File: src/rtl/sine_playback_ctrl.sv
`default_nettype none
// ============================================================================
// Module  : sine_playback_ctrl
// Brief   : Paces sine-LUT reads and presents samples on a valid/ready port.
// Rev     : 1.0
// ============================================================================
module sine_playback_ctrl #(
  parameter int ADDR_W = 10,
  parameter int DATA_W = 16,
  parameter int DIV_W  = 16
) (
  input  logic              clk,
  input  logic              rst,
  input  logic              cfg_we,
  input  logic [1:0]        cfg_addr,
  input  logic [15:0]       cfg_wdata,
  input  logic              start,
  input  logic              stop,
  output logic              lut_rd,
  output logic [ADDR_W-1:0] lut_addr,
  input  logic [DATA_W-1:0] lut_data,
  output logic [DATA_W-1:0] sample_out,
  output logic              sample_valid,
  input  logic              sample_ready,
  output logic              busy,
  output logic              done,
  output logic              overrun
);

  typedef enum logic [2:0] {
    IDLE      = 3'd0,
    WAIT_TICK = 3'd1,
    FETCH     = 3'd2,
    CAPTURE   = 3'd3,
    PRESENT   = 3'd4
  } state_t;

  localparam logic [DIV_W-1:0]  DIV_RST  = DIV_W'(4);
  localparam logic [DIV_W-1:0]  DIV_MIN  = DIV_W'(2);
  localparam logic [ADDR_W-1:0] STEP_RST = ADDR_W'(1);

  state_t            state_q, state_d;
  logic [DIV_W-1:0]  div_q, div_d;
  logic [DIV_W-1:0]  tick_cnt_q, tick_cnt_d;
  logic [ADDR_W-1:0] step_q, step_d;
  logic [ADDR_W-1:0] phase_q, phase_d;
  logic [15:0]       burst_q, burst_d;
  logic [15:0]       count_q, count_d;
  logic [DATA_W-1:0] sample_q, sample_d;
  logic              done_q, done_d;
  logic              overrun_q, overrun_d;

  logic              active;
  logic              tick;
  logic [DIV_W-1:0]  div_wr;
  logic              burst_end;

  assign active    = (state_q != IDLE);
  assign tick      = active && (tick_cnt_q == '0);
  assign div_wr    = DIV_W'(cfg_wdata);
  assign burst_end = (burst_q != 16'd0) && (count_q == burst_q);

  always_comb begin
    state_d    = state_q;
    div_d      = div_q;
    tick_cnt_d = tick_cnt_q;
    step_d     = step_q;
    phase_d    = phase_q;
    burst_d    = burst_q;
    count_d    = count_q;
    sample_d   = sample_q;
    done_d     = 1'b0;
    overrun_d  = overrun_q;

    // Free-running pacing counter while active: one tick per DIV+1 cycles.
    if (active) begin
      tick_cnt_d = tick ? div_q : (tick_cnt_q - DIV_W'(1));
    end

    case (state_q)
      IDLE: begin
        if (cfg_we) begin
          case (cfg_addr)
            2'd0:    div_d   = (div_wr < DIV_MIN) ? DIV_MIN : div_wr;
            2'd1:    step_d  = ADDR_W'(cfg_wdata);
            2'd2:    burst_d = cfg_wdata;
            default: ;
          endcase
        end
        if (start && !stop) begin
          phase_d    = '0;
          count_d    = '0;
          overrun_d  = 1'b0;
          tick_cnt_d = div_q;
          state_d    = WAIT_TICK;
        end
      end
      WAIT_TICK: begin
        if (tick) state_d = FETCH;
      end
      FETCH: begin
        state_d = CAPTURE;
      end
      CAPTURE: begin
        sample_d = lut_data;
        phase_d  = phase_q + step_q;
        count_d  = count_q + 16'd1;
        state_d  = PRESENT;
      end
      PRESENT: begin
        if (sample_ready) begin
          if (burst_end) begin
            done_d  = 1'b1;
            state_d = IDLE;
          end else if (tick) begin
            state_d = FETCH;
          end else begin
            state_d = WAIT_TICK;
          end
        end else if (tick) begin
          overrun_d = 1'b1;
        end
      end
      default: state_d = IDLE;
    endcase

    // Abort beats everything, including a completing handshake.
    if (active && stop) begin
      state_d = IDLE;
      done_d  = 1'b0;
    end
  end

  always_ff @(posedge clk) begin
    if (rst) begin
      state_q    <= IDLE;
      div_q      <= DIV_RST;
      tick_cnt_q <= '0;
      step_q     <= STEP_RST;
      phase_q    <= '0;
      burst_q    <= '0;
      count_q    <= '0;
      sample_q   <= '0;
      done_q     <= 1'b0;
      overrun_q  <= 1'b0;
    end else begin
      state_q    <= state_d;
      div_q      <= div_d;
      tick_cnt_q <= tick_cnt_d;
      step_q     <= step_d;
      phase_q    <= phase_d;
      burst_q    <= burst_d;
      count_q    <= count_d;
      sample_q   <= sample_d;
      done_q     <= done_d;
      overrun_q  <= overrun_d;
    end
  end

  assign lut_rd       = (state_q == FETCH);
  assign lut_addr     = phase_q;
  assign sample_out   = sample_q;
  assign sample_valid = (state_q == PRESENT);
  assign busy         = active;
  assign done         = done_q;
  assign overrun      = overrun_q;

endmodule
`default_nettype wire

File: config.mk
export PLATFORM = sky130hd
export DESIGN_NAME = sine_playback_ctrl
export DESIGN_NICKNAME = d
export VERILOG_FILES = /design/src/rtl/sine_playback_ctrl.sv
export SDC_FILE = /design/constraint.sdc
export NUM_CORES = 1
export LEC_CHECK = 0
export CORE_MARGIN = 1.5
export CORE_UTILIZATION = 35
export CTS_CLUSTER_SIZE = 14
export DETAILED_ROUTE_END_ITERATION = 8
export DONT_BUFFER_PORTS = 1
export GPL_TIMING_DRIVEN = 0
export PLACE_DENSITY_LB_ADDON = 0.1
export SKIP_LAST_GASP = 1
export SYNTH_ARGS = -nofsm -noshare
export SYNTH_HDL_FRONTEND = slang
export SYNTH_SLANG_ARGS = --single-unit
File: constraint.sdc
create_clock -name clk -period 4 [get_ports clk]
set_input_delay 0.8 -clock clk [delete_from_list [all_inputs] [get_ports clk]]
set_output_delay 0.8 -clock clk [all_outputs]
set_load 0.02 [all_outputs]
==> results of run 1 <==
## logic make-up (layout without fill, tap and decap cells)
group | after synthesis | in the layout | synth area share
adder cells (fa/ha/maj) | 12 | 12 | 0.0308
flip-flops | 105 | 105 | 0.410
multiplexers | 4 | 4 | 0.00855
buffers and inverters | 51 | 66 | 0.0440
AO/OA/AOI/OAI | 148 | 148 | 0.173
AND/OR/NAND/NOR | 306 | 306 | 0.291
XOR/XNOR | 25 | 25 | 0.0427
## cells in the final DEF, fill, tap and decap left out, types with 8 or more instances in the layout
master	Yosys	final
o21ai_0	11	11
ha_1	11	11
clkbuf_1	30	31
nor3_1	17	17
a21oi_1	84	84
inv_1	15	15
xnor2_1	23	23
nand3_1	44	44
a31oi_1	10	10
nand2_1	124	124
nor2_1	53	53
dfxtp_1	105	105
clkbuf_16	0	9
nand4_1	9	9
nor4_1	12	12
a211oi_1	8	8
## path summary, 6_finish.rpt
| path | startpoint | endpoint | slack [ns] | cells past startpoint |
|---|---|---|---|---|
| min reg2reg | div_q[11] | div_q[11] | 0.46 | 2 |
| min | div_q[11] | div_q[11] | 0.46 | 2 |
| max | state_q[2] | tick_cnt_q[9] | 1.51 | 8 |
| max reg2reg | state_q[2] | tick_cnt_q[9] | 1.51 | 8 |
## worst max-delay path: cells and delay by family, from the launching register on
| family | cells | cell delay, ns |
|---|---|---|
| flip-flops | 1 | 0.49 |
| AND/OR/NAND/NOR | 5 | 1.17 |
| buffers and inverters | 2 | 0.43 |
| AO/OA/AOI/OAI | 1 | 0.28 |
## metrics by stage
stage / cells / hold WS (ns) / setup slack [ns] / power, W / area (um^2)
after floorplan: 651 / 0.436 / 1.90 / 0.00147 / 5120
after global placement: 835 / 0.448 / 1.59 / 0.00157 / 5350
after detailed placement: 835 / 0.455 / 1.57 / 0.00157 / 5350
after CTS: 850 / 0.465 / 1.54 / 0.00254 / 5670
after global routing: 850 / 0.485 / 1.46 / 0.00263 / 5670
final: 850 / 0.461 / 1.51 / 0.00252 / 5670
## where the power goes
| part | internal (W) | leakage (nW) | switching, W |
|---|---|---|---|
| sequential | 0.00109 | 0.851 | 0.0000499 |
| combinational | 0.000156 | 0.865 | 0.000253 |
| clock | 0.000565 | 0.152 | 0.000407 |
## Yosys cell counts (2+ instances only)
| cell type | count | share of area |
|---|---|---|
| a22oi_1 | 2 | 0.0029 |
| o22ai_1 | 3 | 0.0037 |
| xor2_1 | 2 | 0.0034 |
| dfxtp_1 | 105 | 0.41 |
| a21oi_1 | 84 | 0.082 |
| nor4_1 | 12 | 0.015 |
| a2111oi_0 | 2 | 0.0034 |
| a222oi_1 | 2 | 0.0039 |
| o21a_1 | 2 | 0.0029 |
| nand4_1 | 9 | 0.011 |
| or4_1 | 4 | 0.0059 |
| a211oi_1 | 8 | 0.012 |
| o31ai_1 | 5 | 0.0073 |
| and3_1 | 3 | 0.0037 |
| nand2_1 | 124 | 0.091 |
| o21ai_0 | 11 | 0.011 |
| nor4_4 | 2 | 0.0083 |
| nand3_1 | 44 | 0.043 |
| a311oi_1 | 5 | 0.0085 |
| inv_1 | 15 | 0.011 |
| or2_2 | 4 | 0.0049 |
| clkbuf_1 | 30 | 0.022 |
| xnor2_1 | 23 | 0.039 |
| ha_1 | 11 | 0.027 |
| mux2_2 | 3 | 0.0066 |
| buf_2 | 2 | 0.0020 |
| nand4b_1 | 5 | 0.0085 |
| clkbuf_8 | 2 | 0.0054 |
| nand3b_1 | 5 | 0.0073 |
| nor3_1 | 17 | 0.017 |
| o211ai_1 | 3 | 0.0044 |
| a31oi_1 | 10 | 0.012 |
| a21o_1 | 2 | 0.0029 |
| nor2b_1 | 5 | 0.0061 |
| nor2_1 | 53 | 0.039 |
| or3_1 | 7 | 0.0085 |
## layer usage
| layer | wire length (um) | vias to the layer above | share of wire |
|---|---|---|---|
| li1 | - | 2330 | - |
| met1 | 7250 | 2213 | 0.48 |
| met2 | 6910 | 112 | 0.45 |
| met3 | 1010 | 8 | 0.066 |
| met4 | 95 | 0 | 0.0062 |
| met5 | 0 | - | 0 |
## cell type report
type,count,area share
buffer,36,0.0298
sequential,105,0.371
clock inverter,4,0.0135
clock buffer,11,0.0428
multi-input combinational,495,0.493
inverter,15,0.00993
tap,184,0.0406
## registers in the layout (all words and copies together), names as in the netlist
name        flops
state_q         3
count_q        16
lut_addr       10
overrun         1
div_q          16
sample_out     16
tick_cnt_q     16
done            1
step_q         10
burst_q        16
==> impl_results.md, run 1 <==
* Initial antenna violation count at 0
* Syn Nets at approximately 700
* Total grt overflow at 0
* Post-synthesis cell type count at 61
* Initial DRC Count at around 270
* Clock slew at reported path FFs at roughly 0.070 ns
* Clock sink total at approximately 110
* # H-tree levels at 3
* Gp weighted congestion at 0.812
* Sequential area share after synthesis at 0.410
* Outcome: finished, final reports clean
* Longest Clk Path Bufs at 2
* Worst slew pin tran at between 0.8 and 0.9 ns
* IO buf count at 0
* Post-synth EDFFs at 0
* Die area at approximately 0.015 mm^2
* CTS resizes at 0
* RSZ-0062 raised after global routing: false
* Vias post-DR at ~4,700
* I/O pin total at between 70 and 80
* CTS Root Cell: clkbuf_16
* DRT Pass-1 Iters at 5
* Post-Syn Instances at about 650
* Ys Warns at 0
* Slew Limit Fails at 0
* Average wire per standard cell at 18.0 um
* Top_reg_cell synth: dfxtp_1
* Multi-input gate area at roughly 0.0028 mm^2
* Die Y at 124 um
* Final Cycle Share at 0.622
* Post-CTS setup buffers at 0
* CP max stage delay at slightly below 0.5 ns
* DRC at 0
* Final nets at approximately 710
* CP Max Fanout at 10
* CTS tree: done
* Busiest grt layer: met2
* Routed wire length at between 15,000 and 20,000 um
* PwrDens at about 440 mW/mm^2
* Vias in the first global route at approximately 4,400
* Worst skew pair latency at 0.35 ns
* Min Tclk post-route at 2.49 ns
* Max-cap violations at 0
* WS Path Type: flop to flop
* Pleak at 1.87 nW
* Met3 global-route usage at 0.0609
* Achievable Freq at around 0.4 GHz
* Mean Syn Cell Area at 7.87 um^2
* Ant. Diodes at 0
* Final Hold Violating Endpoints at 0
* Synthesized area at a little over 0.005 mm^2
* Dpl hpwl at about 11,000 um
* Final clock skew at 0.00362 ns
* Peak supply drop at about 0.21 mV
* Critical path cell sequence: nor3_2, buf_6, or4_4, nor4_2, buf_4, nor2_1, a222oi_1, nor3_1
* Starting density of the core at 0.355
* Area growth, synth to finish at 10.7%
* CP arrival at approximately 2.7 ns
* Fillcell total at about 1,500
* Met1 Use GR at 0.276
* CP endpoint kind: flop
* Setup violators final at 0
* Wire length of the first global-routing pass at around 24,000 um
* Antenna-violating nets left at 0
* Die width at between 100 and 150 um
* Rel. slew slack at 0.456
* CP Launch Type: flop
* CTS Hold Buffers Added at 0
* Total global-route track usage at 0.208
* Async set-reset flop share out of synthesis at 0
* # rows at 44
* Seq. cell area at ~0.0021 mm^2
* CORE AREA at roughly 0.014 mm^2
* CP max stage cell: dfxtp_1
* Setup TNS at 0 ns
* Share of layout cells above drive strength 1 at 0.0616
* Critical Path RT at about 4.2 ns
* Final core utilization at 0.393
* Tightest Hold Check Type: flop to flop
* M2 GR Usage at 0.339
* Number of CTS-inserted buffers at 9
* Synth Register Bits at roughly 110
* Vias/cell at 5.49
* Largest net degree at the start of global routing at 17
Note: power is estimated with default switching activity, not from simulation.
==> inputs of run 2 (changes only) <==
==> constraint.sdc (replaced) <==
create_clock -name clk -period 2.03 [get_ports clk]
set_input_delay 0.406 -clock clk [delete_from_list [all_inputs] [get_ports clk]]
set_output_delay 0.406 -clock clk [all_outputs]
set_load 0.02 [all_outputs]
==> run 2 against run 1 <==
Against the previous run:
- the flow now finishes with violations (negative setup slack)
- sequential cell count unchanged
- global-route usage increased by 0.48 points
- utilization increased by 2.5 points
- total power increased by 100%
- clock-buffer cell count increased by 1
- sequential power increased by 97%
- critical path type unchanged
==> impl_results.md, run 2 (synthesized netlist as in run 1, its figures left out) <==
* CP max stage cell: or3_4 (was dfxtp_1)
* Sw Ratio at 0.291 (was 0.281)
* Slew Limit Fails at 0 (unchanged)
* Clock sink total at 105 (unchanged)
* Clock slew at reported path FFs at 0.07 ns (about the same)
* Setup violators final at 2 (was 0)
* Die width at 124 um (unchanged)
* Sequential power share at 0.443 (was 0.452)
* Critical path cell sequence: buf_2, nand3b_1, or3_4, nor2_2, nand2_1, or3_1, a21oi_1 (was nor3_2, buf_6, or4_4, nor4_2, buf_4, nor2_1, a222oi_1, nor3_1)
* Post-Place Cells at 835 (unchanged)
* CP endpoint kind: flop (unchanged)
* CP Max Fanout at 10 (unchanged)
* Vias in the first global route at 4,534 (was 4,441)
* PwrDens at 843 mW/mm^2 (was 445 mW/mm^2)
* Setup ws final at -0.0245 ns (was 1.51 ns)
* Worst skew pair latency at 0.35 ns (about the same)
* Antenna-violating nets left at 0 (unchanged)
* Tightest Hold Check Type: input port to flop (was flop to flop)
* Most frequent cells in the layout: nand2_1 (123), dfxtp_1 (88), a21oi_1 (82) (was nand2_1 (124), dfxtp_1 (105), a21oi_1 (84))
* Commonest non-fill, non-tap cell in the layout: nand2_1 (unchanged)
* Dpl hpwl at 11,500 um (was 11,400 um)
* Met2 wire length at 7210 um (was 6910 um)
* Final Hold Violating Endpoints at 0 (unchanged)
* Vias post-DR at 4,755 (was 4,663)
* Pleak at 1.99 nW (was 1.87 nW)
* Longest Clk Path Bufs at 2 (unchanged)
* Routed wire length at 15,900 um (was 15,300 um)
* Final nets at 737 (was 714)
* Critical Path RT at 2.31 ns (was 4.23 ns)
* Gp weighted congestion at 0.861 (was 0.812)
* CP Launch Type: flop (unchanged)
* Share of layout cells above drive strength 1 at 0.158 (was 0.0616)
* IO buf count at 0 (unchanged)
* Total global-route track usage at 0.213 (was 0.208)
* CP max stage delay at 0.47 ns (was 0.49 ns)
* CTS Root Cell: clkbuf_16 (unchanged)
* Initial DRC Count at 359 (was 268)
* Total grt overflow at 0 (unchanged)
* Met3 wire length at 1110 um (was 1010 um)
* Die area at 0.0154 mm^2 (unchanged)
* Worst slew pin tran at 0.800 ns (was 0.816 ns)
* Final cell count without fillers at 874 (was 850)
* Peak supply drop at 0.437 mV (was 0.209 mV)
* Area growth, synth to finish at 17.8% (was 10.7%)
* Clock share of power at 0.354 (was 0.386)
* # H-tree levels at 3 (unchanged)
* Max layer used: met4 (unchanged)
* Metal-1 WL at 7450 um (was 7250 um)
* CORE AREA at 0.0144 mm^2 (unchanged)
* Ant. Diodes at 0 (unchanged)
* Average wire per standard cell at 18.2 um (was 18.0 um)
* # rows at 44 (unchanged)
* Setup TNS at -0.0355 ns (was 0 ns)
* I/O pin total at 71 (unchanged)
* Number of CTS-inserted buffers at 9 (unchanged)
* Initial antenna violation count at 0 (unchanged)
* CTS tree: done (unchanged)
* Rel. slew slack at 0.467 (was 0.456)
* Failing checks: negative setup slack
* Die Y at 124 um (unchanged)
* Vias/cell at 5.44 (was 5.49)
* CP arrival at 2.33 ns (was 2.72 ns)
* Net Switching at 0.00148 W (was 0.000710 W)
* DRC at 0 (unchanged)
* WS Path Type: flop to flop (unchanged)
* Final clock skew at 0.00719 ns (was 0.00362 ns)
* Largest net degree at the start of global routing at 17 (unchanged)
* RSZ-0062 raised after global routing: true (was false)
* Wire length of the first global-routing pass at 24,600 um (was 24,000 um)
* Combinational Power Share at 0.203 (was 0.162)
* DRT Pass-1 Iters at 7 (was 5)
* Achievable Freq at 0.487 GHz (was 0.402 GHz)
* Max-cap violations at 0 (unchanged)
* Final Cycle Share at 1.01 (was 0.622)
* Min Tclk post-route at 2.05 ns (was 2.49 ns)
* Starting density of the core at 0.355 (unchanged)
* Outcome: finished with violations (was finished, final reports clean)
* Internal power at 0.00361 W (was 0.00181 W)
## run 2: cell count changes in the layout (fill, tap and decap cells not counted), sizes merged
| cell | delta |
|---|---|
| clkbuf | -1 |
| bufinv | -1 |
| buf | +25 |
| inv | -1 |
| clkinvlp | +2 |
## run 2: area by class of cell
class	count	area (um^2)
fill	1513	8390
multi-input combinational	495	2960
sequential	105	2140
clock buffer	12	246
tap	184	230
buffer	36	178
timing repair buffer	23	173
inverter	15	56.3
clock inverter	4	52.6
## run 2: per-layer routing
metal / global-route usage / up-vias
met4: 0.0433 / 0
met3: 0.0701 / 11
met1: 0.285 / 2257
li1: - / 2372
met5: 0 / -
met2: 0.337 / 115
## run 2: timing repair
item | 4_1_cts | 5_1_grt
pin swaps | 7 | 18
setup endpoints to repair | 44 | 48
cloned | 0 | 0
gates resized for setup | 20 | 40
hold buffers | 0 | 0
setup buffers | 12 | 11
## run 2: final timing paths
check	startpoint	to	slack [ns]	cells after the start
max	state_q[1]	count_q[15]	-0.02	7
min	stop	done	0.18	1
max reg2reg	state_q[1]	count_q[15]	-0.02	7
min reg2reg	div_q[11]	div_q[11]	0.46	2
## run 2: stage by stage
| stage | total power, W | worst slack [ns] | instance area [um^2] | hold WS (ns) | util |
|---|---|---|---|---|---|
| floorplan | 0.00291 | 0.0172 | 5130 | 0.436 | - |
| detailed placement | 0.00311 | -0.283 | 5370 | 0.451 | 0.372 |
| global placement | 0.00310 | -0.220 | 5370 | 0.443 | 0.372 |
| global route | 0.00531 | -0.0951 | 6030 | 0.157 | 0.418 |
| CTS | 0.00501 | -0.0415 | 5820 | 0.165 | 0.403 |
| finish | 0.00509 | -0.0245 | 6030 | 0.181 | 0.418 |
## run 2: power groups by stage
stage	logic, W	clock network, W	registers (W)
3_5_place_dp	0.000813	0	0.00230
6_report	0.00103	0.00180	0.00225
2_1_floorplan	0.000637	0	0.00227
4_1_cts	0.000929	0.00184	0.00225
3_3_place_gp	0.000811	0	0.00229
5_1_grt	0.00113	0.00192	0.00227
## run 2: critical path, delay by kind of cell (launching register included)
family	cells	cell delay, ns
AO/OA/AOI/OAI	1	0.17
buffers and inverters	1	0.21
flip-flops	1	0.35
AND/OR/NAND/NOR	5	1.25
